`config.mk`:
```
export PLATFORM = sky130hd
export DESIGN_NAME = ram_arbiter
export DESIGN_NICKNAME = d
export VERILOG_FILES = /design/src/rtl/ram_arbiter.sv
export SDC_FILE = /design/constraint.sdc
export NUM_CORES = 1
export LEC_CHECK = 0
export BUFFER_PORTS_ARGS = -buffer_cell sky130_fd_sc_hd__buf_2
export CORE_UTILIZATION = 42
export CTS_CLUSTER_DIAMETER = 120
export DETAILED_ROUTE_END_ITERATION = 7
export GPL_TIMING_DRIVEN = 0
export HOLD_SLACK_MARGIN = 0.02
export PLACE_DENSITY = 0.87
export SETUP_SLACK_MARGIN = 0.02
export SKIP_CTS_REPAIR_TIMING = 1
export SLEW_MARGIN = 25
export SYNTH_ARGS = -nofsm -noshare
export SYNTH_HDL_FRONTEND = slang
export SYNTH_SLANG_ARGS = --single-unit
```
`constraint.sdc`:
```
create_clock -name clk -period 1.5 [get_ports clk]
set_clock_uncertainty 0.1 [all_clocks]
set_input_delay 0.15 -clock clk [delete_from_list [all_inputs] [get_ports clk]]
set_output_delay 0.15 -clock clk [all_outputs]
set_load 0.02 [all_outputs]
```
`src/rtl/ram_arbiter.sv`:
```
// Two-requester arbiter for the 16x8 program/data RAM: the CPU and the boot loader share it.
// Each round runs IDLE -> ACCESS -> RESP. Define RAM_ARB_WRPROT_EN to block CPU writes at or above PROT_BASE.
module ram_arbiter #(
  parameter int unsigned        ADDR_W    = 4,
  parameter int unsigned        DATA_W    = 8,
  parameter int unsigned        MAX_BURST = 4,
  parameter logic [ADDR_W-1:0]  PROT_BASE = 4'hC
) (
  input  logic              clk,
  input  logic              rst,
  input  logic              cpu_req,
  input  logic              cpu_we,
  input  logic [ADDR_W-1:0] cpu_addr,
  input  logic [DATA_W-1:0] cpu_wdata,
  output logic              cpu_gnt,
  output logic              cpu_ack,
  output logic              cpu_err,
  input  logic              ld_req,
  input  logic              ld_we,
  input  logic [ADDR_W-1:0] ld_addr,
  input  logic [DATA_W-1:0] ld_wdata,
  output logic              ld_gnt,
  output logic              ld_ack,
  output logic [DATA_W-1:0] rdata,
  output logic              ram_in,
  output logic              ram_out,
  output logic [ADDR_W-1:0] ram_add_4,
  output logic [DATA_W-1:0] ram_wdata,
  output logic              ram_wdata_oe,
  input  logic [DATA_W-1:0] ram_rdata,
  output logic              busy
);

  localparam logic [1:0] StIdle   = 2'd0;
  localparam logic [1:0] StAccess = 2'd1;
  localparam logic [1:0] StResp   = 2'd2;

  localparam logic [3:0] BurstMax = 4'(MAX_BURST);

  logic [1:0]        r_state;
  logic              r_owner_cpu;
  logic              r_we;
  logic              r_prot;
  logic [ADDR_W-1:0] r_addr;
  logic [DATA_W-1:0] r_wdata;
  logic [DATA_W-1:0] r_rdata;
  logic [3:0]        r_burst;

  logic w_idle;
  logic w_access;
  logic w_resp;
  logic w_ld_win;
  logic w_cpu_win;
  logic w_prot_hit;

`ifdef RAM_ARB_WRPROT_EN
  localparam logic ProtEn = 1'b1;
  assign cpu_err = w_resp && r_owner_cpu && r_prot;
`else
  localparam logic ProtEn = 1'b0;
  assign cpu_err = 1'b0;
`endif

  assign w_idle   = (r_state == StIdle);
  assign w_access = (r_state == StAccess);
  assign w_resp   = (r_state == StResp);

  // Loader has priority until it has starved a waiting CPU for BurstMax rounds.
  assign w_ld_win   = ld_req && !(cpu_req && (r_burst == BurstMax));
  assign w_cpu_win  = cpu_req && !w_ld_win;
  assign w_prot_hit = ProtEn && cpu_we && (cpu_addr >= PROT_BASE);

  always_ff @(posedge clk or posedge rst) begin
    if (rst) begin
      r_state     <= StIdle;
      r_owner_cpu <= 1'b0;
      r_we        <= 1'b0;
      r_prot      <= 1'b0;
      r_addr      <= '0;
      r_wdata     <= '0;
      r_rdata     <= '0;
      r_burst     <= 4'd0;
    end else begin
      unique case (r_state)
        StIdle: begin
          if (w_ld_win || w_cpu_win) begin
            r_state     <= StAccess;
            r_owner_cpu <= w_cpu_win;
            r_we        <= w_cpu_win ? cpu_we    : ld_we;
            r_addr      <= w_cpu_win ? cpu_addr  : ld_addr;
            r_wdata     <= w_cpu_win ? cpu_wdata : ld_wdata;
            r_prot      <= w_cpu_win && w_prot_hit;
          end
          if (w_ld_win && cpu_req) begin
            r_burst <= (r_burst == BurstMax) ? r_burst : r_burst + 4'd1;
          end else begin
            r_burst <= 4'd0;
          end
        end
        StAccess: begin
          r_state <= StResp;
          r_rdata <= r_we ? '0 : ram_rdata;
        end
        StResp: begin
          r_state <= StIdle;
        end
        default: begin
          r_state <= StIdle;
        end
      endcase
    end
  end

  assign busy    = !w_idle;
  assign cpu_gnt = !w_idle && r_owner_cpu;
  assign ld_gnt  = !w_idle && !r_owner_cpu;
  assign cpu_ack = w_resp && r_owner_cpu;
  assign ld_ack  = w_resp && !r_owner_cpu;
  assign rdata   = r_rdata;

  // Strobes decode from the registered state, so an async reset drops them at once.
  assign ram_in       = w_access && r_we && !r_prot;
  assign ram_out      = w_access && !r_we;
  assign ram_wdata_oe = ram_in;
  assign ram_wdata    = r_wdata;
  assign ram_add_4    = r_addr;

endmodule
```
# ---- Yosys cells after proc, flatten, opt, wreduce, memory -nomap -nowiden
# Cells that the tools add are included.
dict set report op_classes {
  addsub 1
  n_eq_ne 5
  muxes 8
  reduce_logical 19
}
# operator n
set ops {}
lappend ops {{8-bit 2-to-1 mux} 2}
lappend ops {{4-bit 2-to-1 mux} 3}
lappend ops {{1-bit logical AND} 10}
lappend ops {{1-bit logical NOT} 5}
lappend ops {{4-bit by 1-bit adder with 4-bit output (second input constant)} 1}
lappend ops {{4-bit by 3-bit equality test with 1-bit output (second input constant)} 1}
lappend ops {{2-bit one-hot mux with 2 select lines} 1}
lappend ops {{2-bit AND reduction} 2}
lappend ops {{2-bit by 1-bit equality test with 1-bit output (second input constant)} 1}
lappend ops {{2-bit equality test (second input constant)} 1}
lappend ops {{2-bit logical NOT} 1}
lappend ops {{2-bit 2-to-1 mux} 1}
lappend ops {{2-bit by 1-bit != test with 1-bit output (second input constant)} 1}
lappend ops {{2-bit != test (second input constant)} 1}
lappend ops {{1-bit logical OR} 1}
lappend ops {{1-bit 2-to-1 mux} 1}
dict set report totals {
  ff_bits 28
  in_bits 38
  out_inout_bits 29
  wordCells 40
}

# ---- Logic depth before layout (Yosys ltp)
dict set report logic_depth {
  depth_word 9
  ltp_mapped 6
  ltp_nobuf 5
}

# ---- Worst setup path before layout
# No wires, ideal clock.
dict set report synth_timing {
  path_type {flip-flop to output port}
  from {reg r_state[1]}
  to {out ram_wdata_oe}
  t_arrival_ns 1.405
  t_required_ns 1.250
  slack_ns -0.155
  path_stages_with_launch 6
  path_buffers 3
  cell_sequence {dfrtp_1 nand2b_1 buf_2 clkbuf_1 nor2_1 buf_4}
}
dict set report synth_between {
  elab_chain_len 2
}
# element line_no
set synth_rtl {}
lappend synth_rtl {{start: declaration} 40} ;# logic [1:0] r_state;
lappend synth_rtl {{start signal: assignment} 75} ;# r_state <= StIdle;
lappend synth_rtl {{start signal: assignment} 87} ;# r_state <= StAccess;
lappend synth_rtl {{start signal: assignment} 101} ;# r_state <= StResp;
lappend synth_rtl {{2-bit by 1-bit equality test with 1-bit output} 65} ;# assign w_access = (r_state == StAccess);
lappend synth_rtl {{1-bit logical AND} 122} ;# assign ram_in = w_access && r_we && !r_prot;
lappend synth_rtl {{end: declaration} 29} ;# output logic ram_wdata_oe,
# No other way between the ends.

# ---- Worst setup path in the final report
# Ends and elaborated chain as after synthesis.

==> flow_metrics.py <==
metrics = {
    "final_layout": {
        "final_nets": 312,
        "final_cell_mix": "buf_2, dlygate4sd3_1, dfrtp_1",
        "fin_area_mm2": 0.00254,
        "layout_commonest_cell": "buf_2",
        "drive_above_1_share_pct": 46.9,
        "area_growth_pct": 71.3,
        "diodes": 0,
    },
    "cts": {
        "clock_sinks": 28,
        "cts-root-buf": "clkbuf_4",
        "cts_tree": "built",
        "cts_buffers": 3,
        "clk_path_buf_depth": 2,
        "clkTransAtPathRegs_ps": 160,
        "clock_latency_ps": 340,
        "htreeDepth": 1,
    },
    "sta": {
        "period_minus_slack_ps": 1770,
        "slew-limit-headroom_pct": 59.6,
        "setup_violations": 22,
        "setup_slack_ps": -266,
        "slew_viol_final": 0,
        "max_freq_mhz": 566,
        "worstMarginPinSlew_ps": 605,
        "finalSetupTns_ps": -2860,
        "hold_viol": 0,
        "period_share_pct": 118,
        "rsz0062_at_grt": "yes",
    },
    "yosys": {
        "yosysWarnings": 0,
        "syn_area_mm2": 0.00148,
        "synth_compound_area_share_pct": 16.7,
        "synthXorXnorAreaFrac_pct": 0,
        "synth_mux_area_share_pct": 2.11,
        "syn_inst": 155,
        "synth_cell_types": 32,
        "synth-adder-area-share_pct": 1.69,
        "seq_area_frac_synth_pct": 47.3,
        "synth-seq-cells": 28,
        "syn-num-nets": 195,
        "synth_simple_gate_area_share_pct": 21.2,
        "synth_top_family_by_area": "simple AND/OR/NAND/NOR gates",
        "syn_avg_cell_area_um2": 9.55,
    },
    "route": {
        "vias_per_cell": 5.21,
        "postRouteAntennaNets": 0,
        "dr.pass1.iters": 4,
        "wirelength_um": 5120,
        "drtIter0Drc": 127,
        "wl_per_cell_um": 16.1,
        "vias": 1652,
        "drc_errors": 0,
    },
    "floorplan": {
        "core_area_mm2": 0.00336,
        "die_area_mm2": 0.00377,
        "num_rows": 21,
        "initial_core_util_pct": 44.0,
        "ioPinCount": 67,
        "die_x_um": 61.4,
        "die_h_um": 61.4,
    },
    "power": {
        "ir_drop_mv": 1.01,
        "p_leak_nw": 1.24,
        "power_density_mw_per_mm2": 1830,
    },
    "grt": {
        "grt_overflow": 0,
        "grt_pass1_wl_um": 5080,
        "grtUsageTotal_pct": 18.3,
        "first_global_vias": 1181,
        "antenna_found_initial": 0,
        "grt_max_degree": 29,
    },
    "placement": {
        "hpwl_um": 2540,
        "place_congestion": 0.852,
        "port_buffers": 65,
        "dp_slack_ps": -215,
        "placed_area_mm2": 0.00188,
    },
    "setup_path": {
        "startpoint_type": "flop",
        "crit_path_cell_trace": "nand2b_4, buf_6, buf_8, nor2_4, buf_6, buf_6",
        "crit_type": "reg -> out",
        "arrival_ps": 1520,
        "max_stage_delay_ps": 480,
        "critical_path.top_delay_family": "flip-flops",
        "crit_buf_inv": 4,
        "cpMaxStageDelayCell": "dfrtp_2",
        "required_ps": 1250,
        "cp_common_cell": "buf_6",
        "cp_max_fo": 8,
        "end_kind": "output port",
    },
    "job": {
        "max_cap_violations": 0,
    },
    "status": {
        "failed_checks": "setup timing",
        "status": "complete, but fails checks",
    },
    "min_path": {
        "min_path_type": "in -> reg",
    },
}
## worst register-to-register path, delay by kind of cell, from the launching register on
family                   cells  cell delay (ps)
AO/OA/AOI/OAI                2              380
adder cells (fa/ha/maj)      1              160
buffers and inverters        2              280
flip-flops                   1              430
AND/OR/NAND/NOR              1              240
## synthesized netlist by cell type
library cell | number | area, µm²
conb_1 | 1 | 3.75
o2bb2ai_1 | 1 | 8.76
o21ai_0 | 8 | 40.0
clkbuf_1 | 5 | 18.8
buf_4 | 3 | 22.5
or2_0 | 1 | 6.26
buf_2 | 4 | 20.0
a22o_1 | 1 | 8.76
o31ai_1 | 1 | 7.51
o22ai_1 | 1 | 6.26
and2_4 | 1 | 8.76
and3b_1 | 1 | 8.76
dfrtp_1 | 28 | 701
nand3_1 | 14 | 70.1
clkinv_1 | 1 | 3.75
nand2b_1 | 1 | 6.26
nor2_1 | 5 | 18.8
mux2i_1 | 2 | 20.0
inv_1 | 19 | 71.3
buf_6 | 2 | 22.5
nand4b_1 | 1 | 8.76
nor2b_1 | 1 | 6.26
nor3b_1 | 2 | 15.0
o21ai_1 | 1 | 5.00
nand4_1 | 13 | 81.3
o221ai_2 | 9 | 135
mux2_2 | 1 | 11.3
ha_1 | 2 | 25.0
or2_2 | 1 | 6.26
nand2_1 | 18 | 67.6
nor3_1 | 2 | 10.0
o221ai_1 | 4 | 35.0
## final timing paths
path | start | end | slack, ps | cells past startpoint
max in group asynchronous | rst | r_state[0] | 550 | 3
min in group asynchronous | rst | r_burst[3] | 320 | 3
min | ld_req | ram_add_4[3] | 30 | 3
min reg2reg | rdata[1] | rdata[1] | 390 | 2
max | r_state[1] | ram_wdata_oe | -270 | 6
max reg2reg | r_burst[1] | ram_wdata[3] | -170 | 6
## state kept, by name, indices dropped and copies added, names as in the netlist
register     flops
ram_wdata        8
rdata            8
r_burst          4
ram_add_4        4
r_state          2
r_owner_cpu      1
r_we             1
## cells by family after synthesis
kind of cell	count (synthesis)
and+or+nand+nor	61
buffers and inverters	34
DFF	28
AOI/OAI and AO/OA	26
muxes	3
adders and majority gates	2
other	1
## final cells by class
type	instances	area, µm²
Buffer	14	131
Clock buffer	3	22.5
Clock inverter	1	30.0
Fill cell	228	827
Inverter	20	75.1
Multi-Input combinational cell	93	713
Sequential cell	28	703
Tap cell	46	57.6
Timing Repair Buffer	112	803
## routing by layer
layer	global-route usage (%)	share of wire, %	up-vias
met1	23.3	38	780
met2	32.3	54	79
met4	5.40	2.2	0
met5	0	0	-
li1	-	-	779
met3	2.52	5.6	14
## through the flow
step	hold slack (ps)	utilization, %	power (W)	instances
after global routing	27.0	75.4	0.00494	317
after floorplan	115	-	0.00277	155
final	30.2	75.4	0.00464	317
after detailed placement	312	55.8	0.00340	266
after CTS	-64.3	57.4	0.00390	270
after global placement	304	55.8	0.00335	266
## power by group
group	switching, W	internal (W)	total, W
clock	0.000246	0.000271	0.000516
sequential	0.000229	0.00107	0.00130
combinational	0.00158	0.00125	0.00283
Power figures use the tool's default switching activity.
